`config.mk`:
```
export PLATFORM = sky130hd
export DESIGN_NAME = wav_stream_arbiter_flat
export DESIGN_NICKNAME = d
export VERILOG_FILES = /design/src/rtl/wav_stream_pkg.sv /design/src/rtl/wav_stream_arbiter_if.sv /design/src/rtl/wav_stream_rr_pick.sv /design/src/rtl/wav_stream_arbiter.sv /design/src/flat_wrapper.sv
export SDC_FILE = /design/constraint.sdc
export NUM_CORES = 1
export LEC_CHECK = 0
export CAP_MARGIN = 25
export CORE_MARGIN = 3
export CORE_UTILIZATION = 36
export CTS_CLUSTER_SIZE = 10
export DETAILED_ROUTE_END_ITERATION = 8
export HOLD_SLACK_MARGIN = 0.02
export PLACE_DENSITY = 0.84
export SLEW_MARGIN = 20
export SYNTH_ARGS = -nofsm -noshare
export SYNTH_HDL_FRONTEND = slang
export SYNTH_HIERARCHICAL = 1
export SYNTH_SLANG_ARGS = --single-unit
```
`constraint.sdc`:
```
create_clock -name clk -period 1.8 [get_ports clk]
set_input_delay 0.54 -clock clk [delete_from_list [all_inputs] [get_ports clk]]
set_output_delay 0.54 -clock clk [all_outputs]
set_load 0.01 [all_outputs]
```
`src/rtl/wav_stream_pkg.sv`:
```
// Shared definitions for the stream arbiter: FSM state type, parameter
// defaults and the burst counter width.
package wav_stream_pkg;

   localparam int DEF_N      = 4;
   localparam int DEF_DW     = 8;
   localparam int DEF_BURST  = 4;
   localparam int BCNT_W     = 8;

   typedef enum logic [0:0] {
      IDLE  = 1'b0,
      GRANT = 1'b1
   } state_e;

endpackage

```
`src/rtl/wav_stream_arbiter_if.sv`:
```
// Stream bundle between N sources and one shared drain.
// The arbiter connects through the slave modport; the environment uses master.
interface wav_stream_arbiter_if
   import wav_stream_pkg::*;
#(
   parameter int N  = DEF_N,
   parameter int DW = DEF_DW
);

   logic [N-1:0]    s_tvalid;
   logic [N-1:0]    s_tready;
   logic [N*DW-1:0] s_tdata;
   logic            m_tvalid;
   logic            m_tready;
   logic [DW-1:0]   m_tdata;

   modport slave (
      input  s_tvalid, s_tdata, m_tready,
      output s_tready, m_tvalid, m_tdata
   );

   modport master (
      output s_tvalid, s_tdata, m_tready,
      input  s_tready, m_tvalid, m_tdata
   );

endinterface

```
`src/rtl/wav_stream_rr_pick.sv`:
```
// Combinational round-robin picker: first set req bit at or above ptr,
// wrapping to the lowest set bit when nothing at or above ptr requests.
module wav_stream_rr_pick #(
   parameter  int N  = 4,
   localparam int IW = $clog2(N)
) (
   input  logic [N-1:0]  req,
   input  logic [IW-1:0] ptr,
   output logic [IW-1:0] idx,
   output logic          any
);

   logic [N-1:0] hi_req;

   always_comb begin
      // NOTE: every output of a combinational block gets a default first,
      // otherwise an unassigned path infers a latch.
      hi_req = '0;
      for (int i = 0; i < N; i++) begin
         hi_req[i] = req[i] && (IW'(i) >= ptr);
      end
   end

   always_comb begin
      // NOTE: combinational logic uses blocking '=' so later statements see
      // earlier results; the descending loop leaves the lowest match in idx.
      idx = '0;
      any = |req;
      for (int i = N - 1; i >= 0; i--) begin
         if ((|hi_req) ? hi_req[i] : req[i]) begin
            idx = IW'(i);
         end
      end
   end

endmodule

```
`src/rtl/wav_stream_arbiter.sv`:
```
// Round-robin N:1 stream arbiter with bounded bursts per grant.
// Optional WAV_STREAM_ARBITER_CNT_EN adds a 16-bit total transfer counter.
module wav_stream_arbiter
   import wav_stream_pkg::*;
#(
   parameter  int N     = DEF_N,
   parameter  int DW    = DEF_DW,
   parameter  int BURST = DEF_BURST,
   localparam int IW    = $clog2(N)
) (
   input  logic                 clk,
   input  logic                 rst,
   input  logic                 ctl_en,
   wav_stream_arbiter_if.slave  bus,
   output logic                 sts_busy,
   output logic [IW-1:0]        sts_gnt
`ifdef WAV_STREAM_ARBITER_CNT_EN
   ,
   output logic [15:0]          sts_cnt
`endif
);

   localparam logic [BCNT_W:0] BURST_LEN = (BCNT_W + 1)'(BURST);

   state_e              state;
   logic [IW-1:0]       gnt;
   logic [IW-1:0]       ptr;
   logic [BCNT_W-1:0]   bcnt;

   logic [IW-1:0]       pick_idx;
   logic                pick_any;
   logic                gnt_valid;
   logic                xfer;
   logic                last_beat;
   logic                release_now;
   logic [IW-1:0]       next_ptr;

   wav_stream_rr_pick #(.N(N)) u_pick (
      .req (bus.s_tvalid),
      .ptr (ptr),
      .idx (pick_idx),
      .any (pick_any)
   );

   assign gnt_valid   = bus.s_tvalid[gnt];
   assign xfer        = (state == GRANT) && gnt_valid && bus.m_tready;
   assign last_beat   = ({1'b0, bcnt} + 1'b1) == BURST_LEN;
   // A stalled beat (valid high, ready low) never releases the grant.
   assign release_now = (state == GRANT) && (!gnt_valid || (xfer && last_beat));
   assign next_ptr    = (gnt == IW'(N - 1)) ? '0 : gnt + 1'b1;

   assign sts_busy = (state == GRANT);
   assign sts_gnt  = gnt;

   always_comb begin
      bus.s_tready = '0;
      bus.m_tvalid = 1'b0;
      bus.m_tdata  = '0;
      if (state == GRANT) begin
         bus.m_tvalid      = gnt_valid;
         bus.m_tdata       = bus.s_tdata[gnt*DW +: DW];
         bus.s_tready[gnt] = bus.m_tready;
      end
   end

   // NOTE: sequential state uses non-blocking '<=' and every register is
   // cleared by the asynchronous reset, so outputs drop to 0 the moment rst falls.
   always_ff @(posedge clk or negedge rst) begin
      if (!rst) begin
         state <= IDLE;
         gnt   <= '0;
         ptr   <= '0;
         bcnt  <= '0;
      end else begin
         case (state)
            IDLE: begin
               if (ctl_en && pick_any) begin
                  state <= GRANT;
                  gnt   <= pick_idx;
                  bcnt  <= '0;
               end
            end
            GRANT: begin
               if (xfer) begin
                  bcnt <= bcnt + 1'b1;
               end
               if (release_now) begin
                  state <= IDLE;
                  ptr   <= next_ptr;
               end
            end
            default: state <= IDLE;
         endcase
      end
   end

`ifdef WAV_STREAM_ARBITER_CNT_EN
   always_ff @(posedge clk or negedge rst) begin
      if (!rst) begin
         sts_cnt <= '0;
      end else if (xfer) begin
         sts_cnt <= sts_cnt + 1'b1;
      end
   end
`endif

endmodule

```
`src/flat_wrapper.sv`:
```
// flat-port wrapper written by rule: the top's interface ports become plain ports
module wav_stream_arbiter_flat import wav_stream_pkg::*;
#(
   parameter  int N     = DEF_N,
   parameter  int DW    = DEF_DW,
   parameter  int BURST = DEF_BURST,
   localparam int IW    = $clog2(N)
)
  (clk, rst, ctl_en, sts_busy, sts_gnt, bus_s_tvalid, bus_s_tdata, bus_m_tready, bus_s_tready, bus_m_tvalid, bus_m_tdata);
  wav_stream_arbiter_if #(.N(N), .DW(DW)) bus_i ();
  input  logic clk;
  input  logic rst;
  input  logic ctl_en;
  output logic sts_busy;
  output logic [IW-1:0] sts_gnt;
  input wire logic [$bits(bus_i.s_tvalid)-1:0] bus_s_tvalid;
  input wire logic [$bits(bus_i.s_tdata)-1:0] bus_s_tdata;
  input wire logic [$bits(bus_i.m_tready)-1:0] bus_m_tready;
  output wire logic [$bits(bus_i.s_tready)-1:0] bus_s_tready;
  output wire logic [$bits(bus_i.m_tvalid)-1:0] bus_m_tvalid;
  output wire logic [$bits(bus_i.m_tdata)-1:0] bus_m_tdata;
  assign bus_i.s_tvalid = bus_s_tvalid;
  assign bus_i.s_tdata = bus_s_tdata;
  assign bus_i.m_tready = bus_m_tready;
  assign bus_s_tready = bus_i.s_tready;
  assign bus_m_tvalid = bus_i.m_tvalid;
  assign bus_m_tdata = bus_i.m_tdata;
  wav_stream_arbiter #(.N(N), .DW(DW), .BURST(BURST)) u_core (.clk(clk), .rst(rst), .ctl_en(ctl_en), .bus(bus_i), .sts_busy(sts_busy), .sts_gnt(sts_gnt));
endmodule
```
==> impl_metrics.json <==
{
  "outcome": "finished, violations left",
  "violations": "negative setup slack",
  "setup_viol": 24,
  "period_share_pct": 123,
  "viasPerCell": 5.43,
  "place.gp.congestion": 0.907,
  "clock-root-buffer": "clkbuf_4",
  "place_inst": 223,
  "r2r_slack_ns": -0.31,
  "seq_area_um2": 329,
  "cts.sinks": 13,
  "vias": 1302,
  "crit_path_start_kind": "flop",
  "power_density_nw_per_um2": 1320,
  "io_buffer_count": 55,
  "placed_area_um2": 1900,
  "core-area_um2": 2880,
  "fp-row-count": 19,
  "multi_input_area_um2": 895,
  "maxSlewViolCount": 0,
  "clk_latency_ns": 0.29,
  "worstPathArrival_ns": 1.68,
  "wl_um": 4060,
  "synth_seq_cells": 13,
  "synth_warnings": 6,
  "fin_ws_ns": -0.416,
  "cts_made_buffers": 3,
  "postCtsHoldBufs": 0,
  "yosysSeqAreaShare_pct": 28.8,
  "cap_violations": 0,
  "endpoint_kind": "output port",
  "grt_use_total_pct": 20.7,
  "ys_types": 37,
  "antenna_found_initial": 0,
  "fmax_ghz": 0.451,
  "nFillCells": 205,
  "clk_pin_slew_worst_paths_ns": 0.08,
  "first_global_vias": 1342,
  "hp-class": "in2async",
  "syn_avg_cell_area_um2": 10.1,
  "rr_startpoint": "u_core/sts_gnt[0]$_DFFE_PN0P_",
  "cts_tree": "built",
  "cts_buffer_depth": 2,
  "dieHeight_um": 62.1,
  "start_util_pct": 39.3,
  "syn-num-nets": 158,
  "drt_iter0_drc": 44,
  "antenna_left": 0,
  "rr_endpoint": "u_core/bcnt[1]$_DFFE_PN0P_",
  "insertedDiodeCount": 0,
  "nets": 245,
  "grt_max_degree": 19,
  "syn-instance-count": 112,
  "layout.cells.non_filler": 240,
  "rsz0062_at_grt": "true",
  "max-slew-margin-rel_pct": 78.3,
  "reg2reg_depth": 8,
  "finalCriticalPeriod_ns": 2.22,
  "hpwl_um": 2910,
  "fin_worst_skew_ns": 0.00427,
  "worst_pin_slew_ns": 0.325,
  "design_area_um2": 2130,
  "drive_above_1_share_pct": 46.0,
  "grt_pass1_wl_um": 5840,
  "dr.pass1.iters": 4,
  "worst_ep_required_time_ns": 1.26,
  "htreeDepth": 1,
  "area_growth_pct": 88.3,
  "wl_per_cell_um": 16.9,
  "dieArea_um2": 3850,
  "peakVddDrop_v": 0.000750,
  "syn_area_um2": 1130,
  "io_pins": 56,
  "drc": 0,
  "leakage_uw": 0.000978,
  "crit_path_max_fanout": 5,
  "die_w_um": 62.1,
  "worstSetupPathType": "reg2out",
  "grt.overflow.total": 0,
  "hold_violations": 0
}
-- repair_timing --
item	CTS	global route
endpoints found under the hold margin	0	0
pin swaps	14	7
resized for setup	124	25
buffers inserted	8	6
endpoints found under the setup margin	26	23
-- through the flow --
stage	TNS (ns)	util, %	setup slack, ns	total power (uW)	hold slack (ns)
6_report	-7.08	74.0	-0.416	2800	0.554
5_1_grt	-8.44	74.0	-0.452	2990	0.567
4_1_cts	-5.12	68.9	-0.415	2540	0.530
3_5_place_dp	-14.62	66.0	-0.840	2130	0.516
3_3_place_gp	-14.07	66.0	-0.837	2060	0.510
2_1_floorplan	-0.0962	-	-0.0137	1380	0.244
-- power breakdown --
group | switching (uW) | total, uW | internal [uW]
registers | 87.6 | 468 | 380
clock network | 101 | 187 | 86.4
logic | 878 | 2150 | 1270
total | 1070 | 2800 | 1740
-- how the worst max path moves through the flow --
stage,slack [ns],from,to
floorplan,-0.01,u_core/sts_gnt[0]$_DFFE_PN0P_,bus_m_tdata[0]
global placement,-0.84,bus_s_tvalid[3],bus_m_tvalid
detailed placement,-0.84,bus_s_tvalid[3],bus_m_tvalid
CTS,-0.41,u_core/sts_gnt[0]$_DFFE_PN0P_,bus_m_tvalid
global route,-0.45,u_core/sts_gnt[0]$_DFFE_PN0P_,bus_m_tvalid
finish,-0.42,u_core/sts_gnt[0]$_DFFE_PN0P_,bus_m_tvalid
-- synth_stat cells --
cell | number | area, um^2
o211a_1 | 1 | 10.0
o21a_1 | 1 | 7.51
or3_1 | 2 | 12.5
and3b_1 | 1 | 8.76
o21ai_0 | 8 | 40.0
ha_1 | 6 | 75.1
nand3_1 | 2 | 10.0
and2b_1 | 1 | 7.51
nor3b_1 | 1 | 7.51
nand2_1 | 6 | 22.5
clkbuf_1 | 3 | 11.3
a221oi_1 | 1 | 8.76
nand2b_1 | 2 | 12.5
buf_2 | 1 | 5.00
o32ai_2 | 1 | 16.3
nand4b_1 | 1 | 8.76
nor2_1 | 5 | 18.8
a22oi_1 | 1 | 7.51
a22o_1 | 1 | 8.76
or4_4 | 1 | 11.3
and4_2 | 1 | 10.0
nand4_1 | 1 | 6.26
mux4_2 | 9 | 203
a21oi_2 | 1 | 8.76
and2_1 | 11 | 68.8
mux2_2 | 2 | 22.5
o32ai_1 | 1 | 8.76
a2111oi_1 | 1 | 10.0
dfrtp_1 | 13 | 325
a21oi_1 | 5 | 25.0
or2_2 | 1 | 6.26
mux2i_1 | 3 | 30.0
xnor2_1 | 2 | 17.5
inv_1 | 7 | 26.3
or2_1 | 1 | 6.26
and3_1 | 5 | 31.3
o31ai_1 | 2 | 15.0
-- worst max-delay path, cell delays in order, from the launching register on --
cell,delay [ns]
dfrtp_4,0.44
buf_6,0.13
mux4_2,0.54
and2_4,0.17
buf_6,0.11
-- layer usage --
metal / wire length, um / vias to the layer above / share of wire [%] / track usage (%)
li1: - / 589 / - / -
met1: 1400 / 635 / 35 / 20.9
met2: 2070 / 68 / 51 / 39.9
met3: 512 / 10 / 13 / 5.17
met4: 75 / 0 / 1.8 / 7.88
met5: 0 / - / 0 / 0
-- final cells by class --
type	count	area share [%]
inverter	7	1.47
sequential	13	15.5
multi-input combinational	88	42.0
timing repair buffer	86	37.4
clock buffer	4	1.23
tap	42	2.47
-- registers in the layout, indices dropped and copies added (netlist names) --
register,cells
u_core/bcnt,8
u_core/sts_gnt,2
u_core/ptr,2
u_core/sts_busy,1
-- cell families (layout without fill, tap and decap cells) --
logic type               Yosys count  after routing  synth area share (%)
AND/OR/NAND/NOR                   42             42                  22.0
AO/OA/AOI/OAI                     24             24                  14.7
multiplexers                      14             14                  22.6
flip-flops                        13             13                  28.8
buffers and inverters             11             97                  3.76
adder cells (fa/ha/maj)            6              6                  6.64
XOR/XNOR                           2              2                  1.55
-- cells in the final DEF (no fill, tap or decap), types with 4 or more instances in the layout --
cell           netlist  layout
buf_4                0      23
o21ai_1              0       5
inv_1                7       6
ha_4                 0       4
buf_6                0      17
nor2_1               5       5
and2_4               0      10
mux4_2               9       9
dlygate4sd2_1        0      39
nand2_1              6       5
dfrtp_1             13      12
Note: power is estimated with default switching activity, not from simulation.
